==> config.mk <==
export PLATFORM = sky130hd
export DESIGN_NAME = regfile_wr_arbiter_flat
export DESIGN_NICKNAME = d
export VERILOG_FILES = /design/src/rtl/regfile_wr_arbiter_if.sv /design/src/rtl/regfile_wr_arbiter.sv /design/src/flat_wrapper.sv
export SDC_FILE = /design/constraint.sdc
export NUM_CORES = 1
export LEC_CHECK = 0
export BUFFER_PORTS_ARGS = -buffer_cell sky130_fd_sc_hd__buf_2
export CORE_MARGIN = 1.5
export CORE_UTILIZATION = 54
export DETAILED_ROUTE_END_ITERATION = 8
export PLACE_DENSITY_LB_ADDON = 0.15
export SLEW_MARGIN = 20
export SYNTH_ARGS = -nofsm -noshare
export SYNTH_HDL_FRONTEND = slang
export SYNTH_SLANG_ARGS = --single-unit
==> constraint.sdc <==
create_clock -name Clock -period 2 [get_ports Clock]
set_clock_uncertainty 0.2 [all_clocks]
set_input_delay 0.4 -clock Clock [delete_from_list [all_inputs] [get_ports Clock]]
set_output_delay 0.4 -clock Clock [all_outputs]
set_load 0.01 [all_outputs]
==> src/rtl/regfile_wr_arbiter_if.sv <==
// Write-port arbitration bus: two writeback requesters on one side, the
// register-file write port and pending-write mask on the other.
// slave  : the arbiter
// master : the requesters / register file environment
interface regfile_wr_arbiter_if #(
    parameter int DATA_W = 32,
    parameter int REG_AW = 2
);
    // requester 0
    logic                   Req0;
    logic [REG_AW-1:0]      WrRegNo0;
    logic [DATA_W-1:0]      WrData0;
    logic                   Ready0;
    // requester 1
    logic                   Req1;
    logic [REG_AW-1:0]      WrRegNo1;
    logic [DATA_W-1:0]      WrData1;
    logic                   Ready1;
    // register-file write port
    logic                   RegWrite;
    logic [REG_AW-1:0]      WriteRegNo;
    logic [DATA_W-1:0]      WriteData;
    logic                   GrantId;
    // pending-write mask for hazard checks
    logic [2**REG_AW-1:0]   Busy;

    modport master (
        output Req0, WrRegNo0, WrData0,
        output Req1, WrRegNo1, WrData1,
        input  Ready0, Ready1,
        input  RegWrite, WriteRegNo, WriteData, GrantId, Busy
    );

    modport slave (
        input  Req0, WrRegNo0, WrData0,
        input  Req1, WrRegNo1, WrData1,
        output Ready0, Ready1,
        output RegWrite, WriteRegNo, WriteData, GrantId, Busy
    );
endinterface

==> src/rtl/regfile_wr_arbiter.sv <==
// Register-file write-port arbiter.
// Two one-entry holding registers (valid/ready in) are drained round-robin
// into a registered write stage (RegWrite/WriteRegNo/WriteData/GrantId).
// Busy flags every register with a write held or on the write port.
// Build option ARB_FIXED_PRIO_EN: requester 0 always wins a tie and the
// round-robin pointer is removed (requester 1 may starve).
module regfile_wr_arbiter #(
    parameter int DATA_W = 32,
    parameter int REG_AW = 2
) (
    input  logic               Clock,
    input  logic               Reset,
    regfile_wr_arbiter_if.slave bus
);
    localparam int NREG = 2**REG_AW;

    // requester inputs gathered into indexable form
    logic [1:0]         req;
    logic [REG_AW-1:0]  req_reg  [2];
    logic [DATA_W-1:0]  req_data [2];

    assign req         = {bus.Req1, bus.Req0};
    assign req_reg[0]  = bus.WrRegNo0;
    assign req_reg[1]  = bus.WrRegNo1;
    assign req_data[0] = bus.WrData0;
    assign req_data[1] = bus.WrData1;

    // holding-register state seen by the arbiter
    logic [1:0]         full_v;
    logic [REG_AW-1:0]  hold_reg  [2];
    logic [DATA_W-1:0]  hold_data [2];
    logic [1:0]         ready;

    // arbitration
    logic               grant;
    logic               sel;
    logic               prio;

    // write-port stage
    logic               regwrite_q, regwrite_d;
    logic [REG_AW-1:0]  wreg_q, wreg_d;
    logic [DATA_W-1:0]  wdata_q, wdata_d;
    logic               gid_q, gid_d;

`ifdef ARB_FIXED_PRIO_EN
    assign prio = 1'b0;
`else
    logic prio_q, prio_d;

    // pointer moves past whoever was just served so the other wins next tie
    always_comb begin
        prio_d = prio_q;
        if (grant) begin
            prio_d = ~sel;
        end
    end

    // round-robin pointer register
    always_ff @(posedge Clock) begin
        if (Reset) begin
            prio_q <= 1'b0;
        end else begin
            prio_q <= prio_d;
        end
    end

    assign prio = prio_q;
`endif

    // selection depends on holding state only, never on incoming requests
    always_comb begin
        grant = full_v[0] | full_v[1];
        sel   = 1'b0;
        if (full_v == 2'b11) begin
            sel = prio;
        end else begin
            sel = full_v[1];
        end
    end

    genvar gi;
    generate
        for (gi = 0; gi < 2; gi++) begin : g_hold
            logic               full_q, full_d;
            logic [REG_AW-1:0]  reg_q, reg_d;
            logic [DATA_W-1:0]  data_q, data_d;
            logic               drain;
            logic               load;

            // an entry being drained this edge can be refilled on the same edge
            assign drain     = grant & (sel == 1'(gi));
            assign ready[gi] = ~full_q | drain;
            assign load      = req[gi] & ready[gi];

            // refill takes precedence over drain so sustained traffic never bubbles
            always_comb begin
                full_d = full_q;
                reg_d  = reg_q;
                data_d = data_q;
                if (drain) begin
                    full_d = 1'b0;
                end
                if (load) begin
                    full_d = 1'b1;
                    reg_d  = req_reg[gi];
                    data_d = req_data[gi];
                end
            end

            // holding register; reset drops any held write
            always_ff @(posedge Clock) begin
                if (Reset) begin
                    full_q <= 1'b0;
                    reg_q  <= '0;
                    data_q <= '0;
                end else begin
                    full_q <= full_d;
                    reg_q  <= reg_d;
                    data_q <= data_d;
                end
            end

            assign full_v[gi]    = full_q;
            assign hold_reg[gi]  = reg_q;
            assign hold_data[gi] = data_q;
        end
    endgenerate

    // write stage loads the selected entry; address/data/id hold when idle
    always_comb begin
        regwrite_d = grant;
        wreg_d     = wreg_q;
        wdata_d    = wdata_q;
        gid_d      = gid_q;
        if (grant) begin
            wreg_d  = hold_reg[sel];
            wdata_d = hold_data[sel];
            gid_d   = sel;
        end
    end

    // registered write port; reset cancels an in-flight write
    always_ff @(posedge Clock) begin
        if (Reset) begin
            regwrite_q <= 1'b0;
            wreg_q     <= '0;
            wdata_q    <= '0;
            gid_q      <= 1'b0;
        end else begin
            regwrite_q <= regwrite_d;
            wreg_q     <= wreg_d;
            wdata_q    <= wdata_d;
            gid_q      <= gid_d;
        end
    end

    generate
        for (gi = 0; gi < NREG; gi++) begin : g_busy
            assign bus.Busy[gi] = (full_v[0] & (hold_reg[0] == REG_AW'(gi)))
                                | (full_v[1] & (hold_reg[1] == REG_AW'(gi)))
                                | (regwrite_q & (wreg_q == REG_AW'(gi)));
        end
    endgenerate

    assign bus.Ready0     = ready[0];
    assign bus.Ready1     = ready[1];
    assign bus.RegWrite   = regwrite_q;
    assign bus.WriteRegNo = wreg_q;
    assign bus.WriteData  = wdata_q;
    assign bus.GrantId    = gid_q;
endmodule

==> src/flat_wrapper.sv <==
// flat-port wrapper written by rule: the top's interface ports become plain ports
module regfile_wr_arbiter_flat 
#(
    parameter int DATA_W = 32,
    parameter int REG_AW = 2
)
  (Clock, Reset, bus_Req0, bus_WrRegNo0, bus_WrData0, bus_Req1, bus_WrRegNo1, bus_WrData1, bus_Ready0, bus_Ready1, bus_RegWrite, bus_WriteRegNo, bus_WriteData, bus_GrantId, bus_Busy);
  regfile_wr_arbiter_if #(.DATA_W(DATA_W), .REG_AW(REG_AW)) bus_i ();
  input  logic Clock;
  input  logic Reset;
  input wire logic [$bits(bus_i.Req0)-1:0] bus_Req0;
  input wire logic [$bits(bus_i.WrRegNo0)-1:0] bus_WrRegNo0;
  input wire logic [$bits(bus_i.WrData0)-1:0] bus_WrData0;
  input wire logic [$bits(bus_i.Req1)-1:0] bus_Req1;
  input wire logic [$bits(bus_i.WrRegNo1)-1:0] bus_WrRegNo1;
  input wire logic [$bits(bus_i.WrData1)-1:0] bus_WrData1;
  output wire logic [$bits(bus_i.Ready0)-1:0] bus_Ready0;
  output wire logic [$bits(bus_i.Ready1)-1:0] bus_Ready1;
  output wire logic [$bits(bus_i.RegWrite)-1:0] bus_RegWrite;
  output wire logic [$bits(bus_i.WriteRegNo)-1:0] bus_WriteRegNo;
  output wire logic [$bits(bus_i.WriteData)-1:0] bus_WriteData;
  output wire logic [$bits(bus_i.GrantId)-1:0] bus_GrantId;
  output wire logic [$bits(bus_i.Busy)-1:0] bus_Busy;
  assign bus_i.Req0 = bus_Req0;
  assign bus_i.WrRegNo0 = bus_WrRegNo0;
  assign bus_i.WrData0 = bus_WrData0;
  assign bus_i.Req1 = bus_Req1;
  assign bus_i.WrRegNo1 = bus_WrRegNo1;
  assign bus_i.WrData1 = bus_WrData1;
  assign bus_Ready0 = bus_i.Ready0;
  assign bus_Ready1 = bus_i.Ready1;
  assign bus_RegWrite = bus_i.RegWrite;
  assign bus_WriteRegNo = bus_i.WriteRegNo;
  assign bus_WriteData = bus_i.WriteData;
  assign bus_GrantId = bus_i.GrantId;
  assign bus_Busy = bus_i.Busy;
  regfile_wr_arbiter #(.DATA_W(DATA_W), .REG_AW(REG_AW)) u_core (.Clock(Clock), .Reset(Reset), .bus(bus_i));
endmodule
# Word level (Yosys, flattened, before mapping)
# Index checks and enable logic that the tools add are counted.
# word_totals
word_cells	69
regBits	107
in_bits	72
# op_classes
eq_ne	10
mux	11
bitwise_logic	31
n_lt_le_gt_ge	1
n_reduce_logical	5
# ops
op	count
two-way mux 32 bit	3
AND 1 bit	16
equality test 2 bit (second input constant)	7
bitwise OR 1 bit	11
equality test 2 x 1 -> 1 bit (second input constant)	3
zero test 2 bit	3
two-way mux 2 bit	3
two-way mux 1 bit	5
nonzero test 2 bit	2
inverter 1 bit	3
greater-or-equal comparator 2 bit (second input constant)	1
inverter 1 -> 2 bit	1

# Longest topological paths before layout
# depth
depth_word	7
ltp_mapped	6

# Worst setup path before layout
# Ideal clock, no wire load.
# synth_timing
kind	flip-flop to output port
startpoint	reg u_core.g_hold[0].full_q
endpoint	out bus_Busy[2]
slack_ns	0.179
path_stages_with_launch	6
required_time_ns	1.400
t_arrival_ns	1.221
n_path_buf	3
path_cell_list	dfxtp_1 buf_6 buf_6 clkbuf_1 nand2_1 o221ai_1
# synth_between
elab_chain_cells	3
# synth_rtl
item	line	source
from (decl)	regfile_wr_arbiter.sv:84	logic full_q, full_d;
from (signal assigned)	regfile_wr_arbiter.sv:117	full_q <= full_d;
AND 1 bit	regfile_wr_arbiter.sv:159	assign bus.Busy[gi] = (full_v[0] & (hold_reg[0] == REG_AW'(gi)))
bitwise OR 1 bit	regfile_wr_arbiter.sv:160	| (full_v[1] & (hold_reg[1] == REG_AW'(gi)))
bitwise OR 1 bit	regfile_wr_arbiter.sv:161	| (regwrite_q & (wreg_q == REG_AW'(gi)));
to (decl)	flat_wrapper.sv:23	output wire logic [$bits(bus_i.Busy)-1:0] bus_Busy;
# Every way passes these cells.

# Final worst setup path
# layout_timing
startpoint	reg u_core.g_hold[1].full_q
endpoint	out bus_Ready1
# layout_between
elab_chain_cells	4
# layout_rtl
item	line	source
from (decl)	regfile_wr_arbiter.sv:84	
from (signal assigned)	regfile_wr_arbiter.sv:117	
equality test 2 bit	regfile_wr_arbiter.sv:74	if (full_v == 2'b11) begin
two-way mux 1 bit	regfile_wr_arbiter.sv:74	
AND 1 bit	regfile_wr_arbiter.sv:91	assign drain = grant & (sel == 1'(gi));
bitwise OR 1 bit *	regfile_wr_arbiter.sv:92	assign ready[gi] = ~full_q | drain;
to (decl)	flat_wrapper.sv:18	output wire logic [$bits(bus_i.Ready1)-1:0] bus_Ready1;
# Every way passes the cells marked *; elsewhere a longest branch is shown, timed or not.

==> run summary <==
RUN STATUS
-------------------------------------------------------------------------------------
Status                                                                      completed

POWER
-------------------------------------------------------------------------------------
Maximum ir drop on the vdd rail                                              0.416 mV
Power density over cell area                                              710 mW/mm^2
LEAKAGE                                                                    0.00256 uW
Total power after layout                                                      4290 uW

GLOBAL ROUTING
-------------------------------------------------------------------------------------
Gr ovfl total                                                                       0
Aggregate global-route resource usage                                           23.7%
Initial antenna violation count                                                     2
Wire length of the first global-routing pass                                 19000 um
Pin count of the biggest net entering global routing                               69
Via count of the first global-routing pass                                       4028

WORST SETUP PATH
-------------------------------------------------------------------------------------
Worst setup slack for register-to-register paths                               230 ps
Max FO, Critical Path                                                              13
CP cell instances                                                        buf_4 -> nand2_1 -> buf_2
Startpoint of the worst-slack reg-to-reg timing path                     u_core.prio$_SDFFE_PP0N_
Element type at the critical path start                                          flop
Data arrival time of the worst path                                           1320 ps
Capture instance of the worst register-to-register path                  u_core.bus.WriteRegNo[0]$_SDFFE_PP0N_
Endpoint type of the worst setup path                                     output port
Critical path data required time                                              1400 ps
CP startpoint                                                            u_core.g_hold[1].full_q$_SDFFE_PP0P_
Worst stage delay on the critical path                                         460 ps
Reg2Reg Depth                                                                       4
Crit path to                                                               bus_Ready1
Standard cell with the maximum stage delay on the critical path               dfxtp_4
CP Class                                                                      reg2out

FINISH
-------------------------------------------------------------------------------------
Area grow syn2layout                                                            17.9%
Fill cell total of the finished layout                                            795
Layout Nets                                                                       730
FF+latch area                                                            0.00216 sq mm
Area of the multi-input gates                                            0.00262 sq mm
Leading cell type in the layout, fill and taps excluded                         buf_2
Number of antenna repair diodes                                                     0
Fraction of final layout cells with drive strength greater than 1               30.4%
Most used cells in the layout excluding fill and tap cells               112 x buf_2, 102 x dfxtp_1, 72 x nand2b_1

STA
-------------------------------------------------------------------------------------
RSZ-0062 raised after global routing                                            false
Achievable frequency                                                          522 MHz
Share of the cycle needed by the critical path after routing                    95.8%
Hold violation count in the final report                                            0
Relative max-transition margin                                                  69.7%
Max-slew violation count                                                            0
Final setup violation count                                                         0
Final Critical Period                                                         1920 ps
Fin Hold WS                                                                   59.6 ps
Actual transition at the worst max-transition pin                              455 ps

LOGIC SYNTHESIS
-------------------------------------------------------------------------------------
Cell accounting for the most synthesized area                                 dfxtp_1
Post-synthesis compound-gate area fraction                                      22.8%
Mux contribution to synthesized area                                            7.03%
Proportion of synthesized chip area in sequential cells                         41.8%
Mean area per synthesized cell                                             9.07 sq um
Simple-gate share of the synthesized area                                       20.4%
Post-synthesis adder-cell area fraction                                            0%
Net Count, Synth                                                                  637
Post-Syn Instances                                                                565
Post-synth design cell area                                              0.00512 sq mm
Distinct cells, synth                                                              28
Synth top area cells                                                     dfxtp_1 42%, nand2b_1 8.9%, mux2i_1 7.0%
Main combinational cell family by area after synthesis                   compound AO/OA/AOI/OAI gates
Area share of xor/xnor cells in the synthesized design                             0%
Fraction of post-synthesis cell area in the top cell type by area               41.8%
Register bit count reported by yosys                                              107
Ys Warns                                                                            0

FLOORPLAN
-------------------------------------------------------------------------------------
Standard cell core area                                                  0.00924 sq mm
Starting utilization of the core area                                           55.5%
Total number of placement rows                                                     35
Full die area                                                            0.0101 sq mm
Overall die height                                                             100 um
Die W                                                                          100 um
Count of pins on the block boundary                                               114

CLOCKING
-------------------------------------------------------------------------------------
Clock tree buffer depth                                                             2
CTS tree                                                                         done
Clock latency on the worst-skew pair                                           380 ps
CTS H-Tree Depth                                                                    3
CTS clock-pin slew for the worst setup and hold paths                          110 ps
Num CTS Buffers                                                                     9
Clock Sink Count                                                                  107
Hold Buf Count CTS                                                                  0
Cell at the root of the clock tree                                           clkbuf_8

ROUTE
-------------------------------------------------------------------------------------
Routed Wire Length                                                           11700 um
Routed length per instance                                                    14.8 um
Remaining design rule violation count                                               0
Number of vias per cell after detailed routing                                   5.36
Via count                                                                        4238
Count of routing violations after the opening detailed-route iteration            161
Routed Antenna Nets                                                                 0
Number of detailed-routing iterations run before antenna repair                     4

PLACED DESIGN
-------------------------------------------------------------------------------------
Number of port buffers                                                            113
Final HPWL DP                                                                 7570 um
Placer congestion estimate                                                      0.796

MIN PATH
-------------------------------------------------------------------------------------
Hold Crit Class                                                                in2reg

RUN
-------------------------------------------------------------------------------------
Max-Cap Viols                                                                       0

==> worst max-delay path, delay by kind of cell (launching register included) <==
kind | cells | cell delay, ps
buf+inv | 2 | 400
simple gates | 1 | 80
flops | 1 | 460
==> final cells by class <==
type / count / area share [%]
multi-input combinational: 368 / 43.4
sequential: 107 / 35.7
timing repair buffer: 136 / 13.1
tap: 129 / 2.67
inverter: 36 / 2.24
clock buffer: 9 / 2.05
clock inverter: 6 / 0.829
==> stage by stage <==
step	setup WS, ps	area, sq um	setup TNS (ps)	util, %	cells
CTS	-7.18	6000	-7.18	65.0	789
global placement	343	5790	0	62.6	771
global route	17.8	6040	0	65.4	791
finish	83.2	6040	0	65.4	791
detailed placement	269	5790	0	62.6	771
floorplan	179	5120	0	-	565
==> cell usage after synthesis <==
| cell | count |
|---|---|
| dfxtp_1 | 107 |
| nand2b_1 | 73 |
| a21oi_1 | 37 |
| nand3_1 | 37 |
| nor2_1 | 37 |
| inv_1 | 36 |
| mux2i_1 | 36 |
| a211oi_1 | 34 |
| nor2b_1 | 34 |
| clkbuf_1 | 33 |
| a21bo_2 | 32 |
| a2111oi_1 | 25 |
| buf_2 | 9 |
| buf_6 | 6 |
| a2111oi_2 | 5 |
| nand2_1 | 4 |
| a2111oi_0 | 3 |
| buf_1 | 3 |
| buf_4 | 3 |
| o221ai_1 | 3 |
| a21boi_0 | 1 |
| a21o_1 | 1 |
| a22oi_1 | 1 |
| and2_4 | 1 |
| nand2b_4 | 1 |
| nand3b_1 | 1 |
| o211ai_1 | 1 |
| or3b_2 | 1 |
==> worst min path at each step <==
stage | from | to | slack, ps | cells past startpoint
after floorplan | u_core.g_hold[1].data_q[1]$_SDFFE_PP0P_ | u_core.bus.WriteData[1]$_SDFFE_PP0N_ | 240 | 2
after global placement | u_core.g_hold[1].data_q[25]$_SDFFE_PP0P_ | u_core.bus.WriteData[25]$_SDFFE_PP0N_ | 240 | 2
after detailed placement | u_core.g_hold[1].data_q[17]$_SDFFE_PP0P_ | u_core.bus.WriteData[17]$_SDFFE_PP0N_ | 250 | 2
after CTS | bus_WrData0[20] | u_core.g_hold[0].data_q[20]$_SDFFE_PP0P_ | 40 | 3
after global routing | bus_WrData0[28] | u_core.g_hold[0].data_q[28]$_SDFFE_PP0P_ | 50 | 3
final | bus_WrData0[20] | u_core.g_hold[0].data_q[20]$_SDFFE_PP0P_ | 60 | 3
==> metal layers <==
| metal | routed length (um) | track usage, % | share of wire, % | vias to the layer above |
|---|---|---|---|---|
| met5 | 23 | 0 | 0.20 | - |
| met4 | 148 | 7.26 | 1.3 | 4 |
| met3 | 629 | 5.36 | 5.4 | 18 |
| met2 | 5710 | 41.0 | 49 | 122 |
| met1 | 5240 | 29.5 | 45 | 1957 |
| li1 | - | - | - | 2137 |
==> registers in the layout, indices dropped and copies added (netlist names) <==
register	count
u_core.g_hold.full_q	2
u_core.bus.GrantId	1
u_core.bus.WriteData	32
u_core.prio	1
u_core.bus.WriteRegNo	2
u_core.g_hold.data_q	64
u_core.bus.RegWrite	1
u_core.g_hold.reg_q	4
==> power breakdown <==
part           internal (uW)  leakage (uW)  switching [uW]
Combinational            343       0.00159             363
Sequential              2270      0.000884            87.9
Clock                    464     0.0000880             766
==> logic make-up after synthesis <==
logic type / count (synthesis)
AOI/OAI and AO/OA: 143
and+or+nand+nor: 189
buffers and inverters: 90
DFF: 107
muxes: 36
==> what timing repair did <==
action	in CTS	in global routing
buffers inserted	3	2
setup endpoints to repair	3	4
gates resized for setup	7	5
Power figures use the tool's default switching activity.
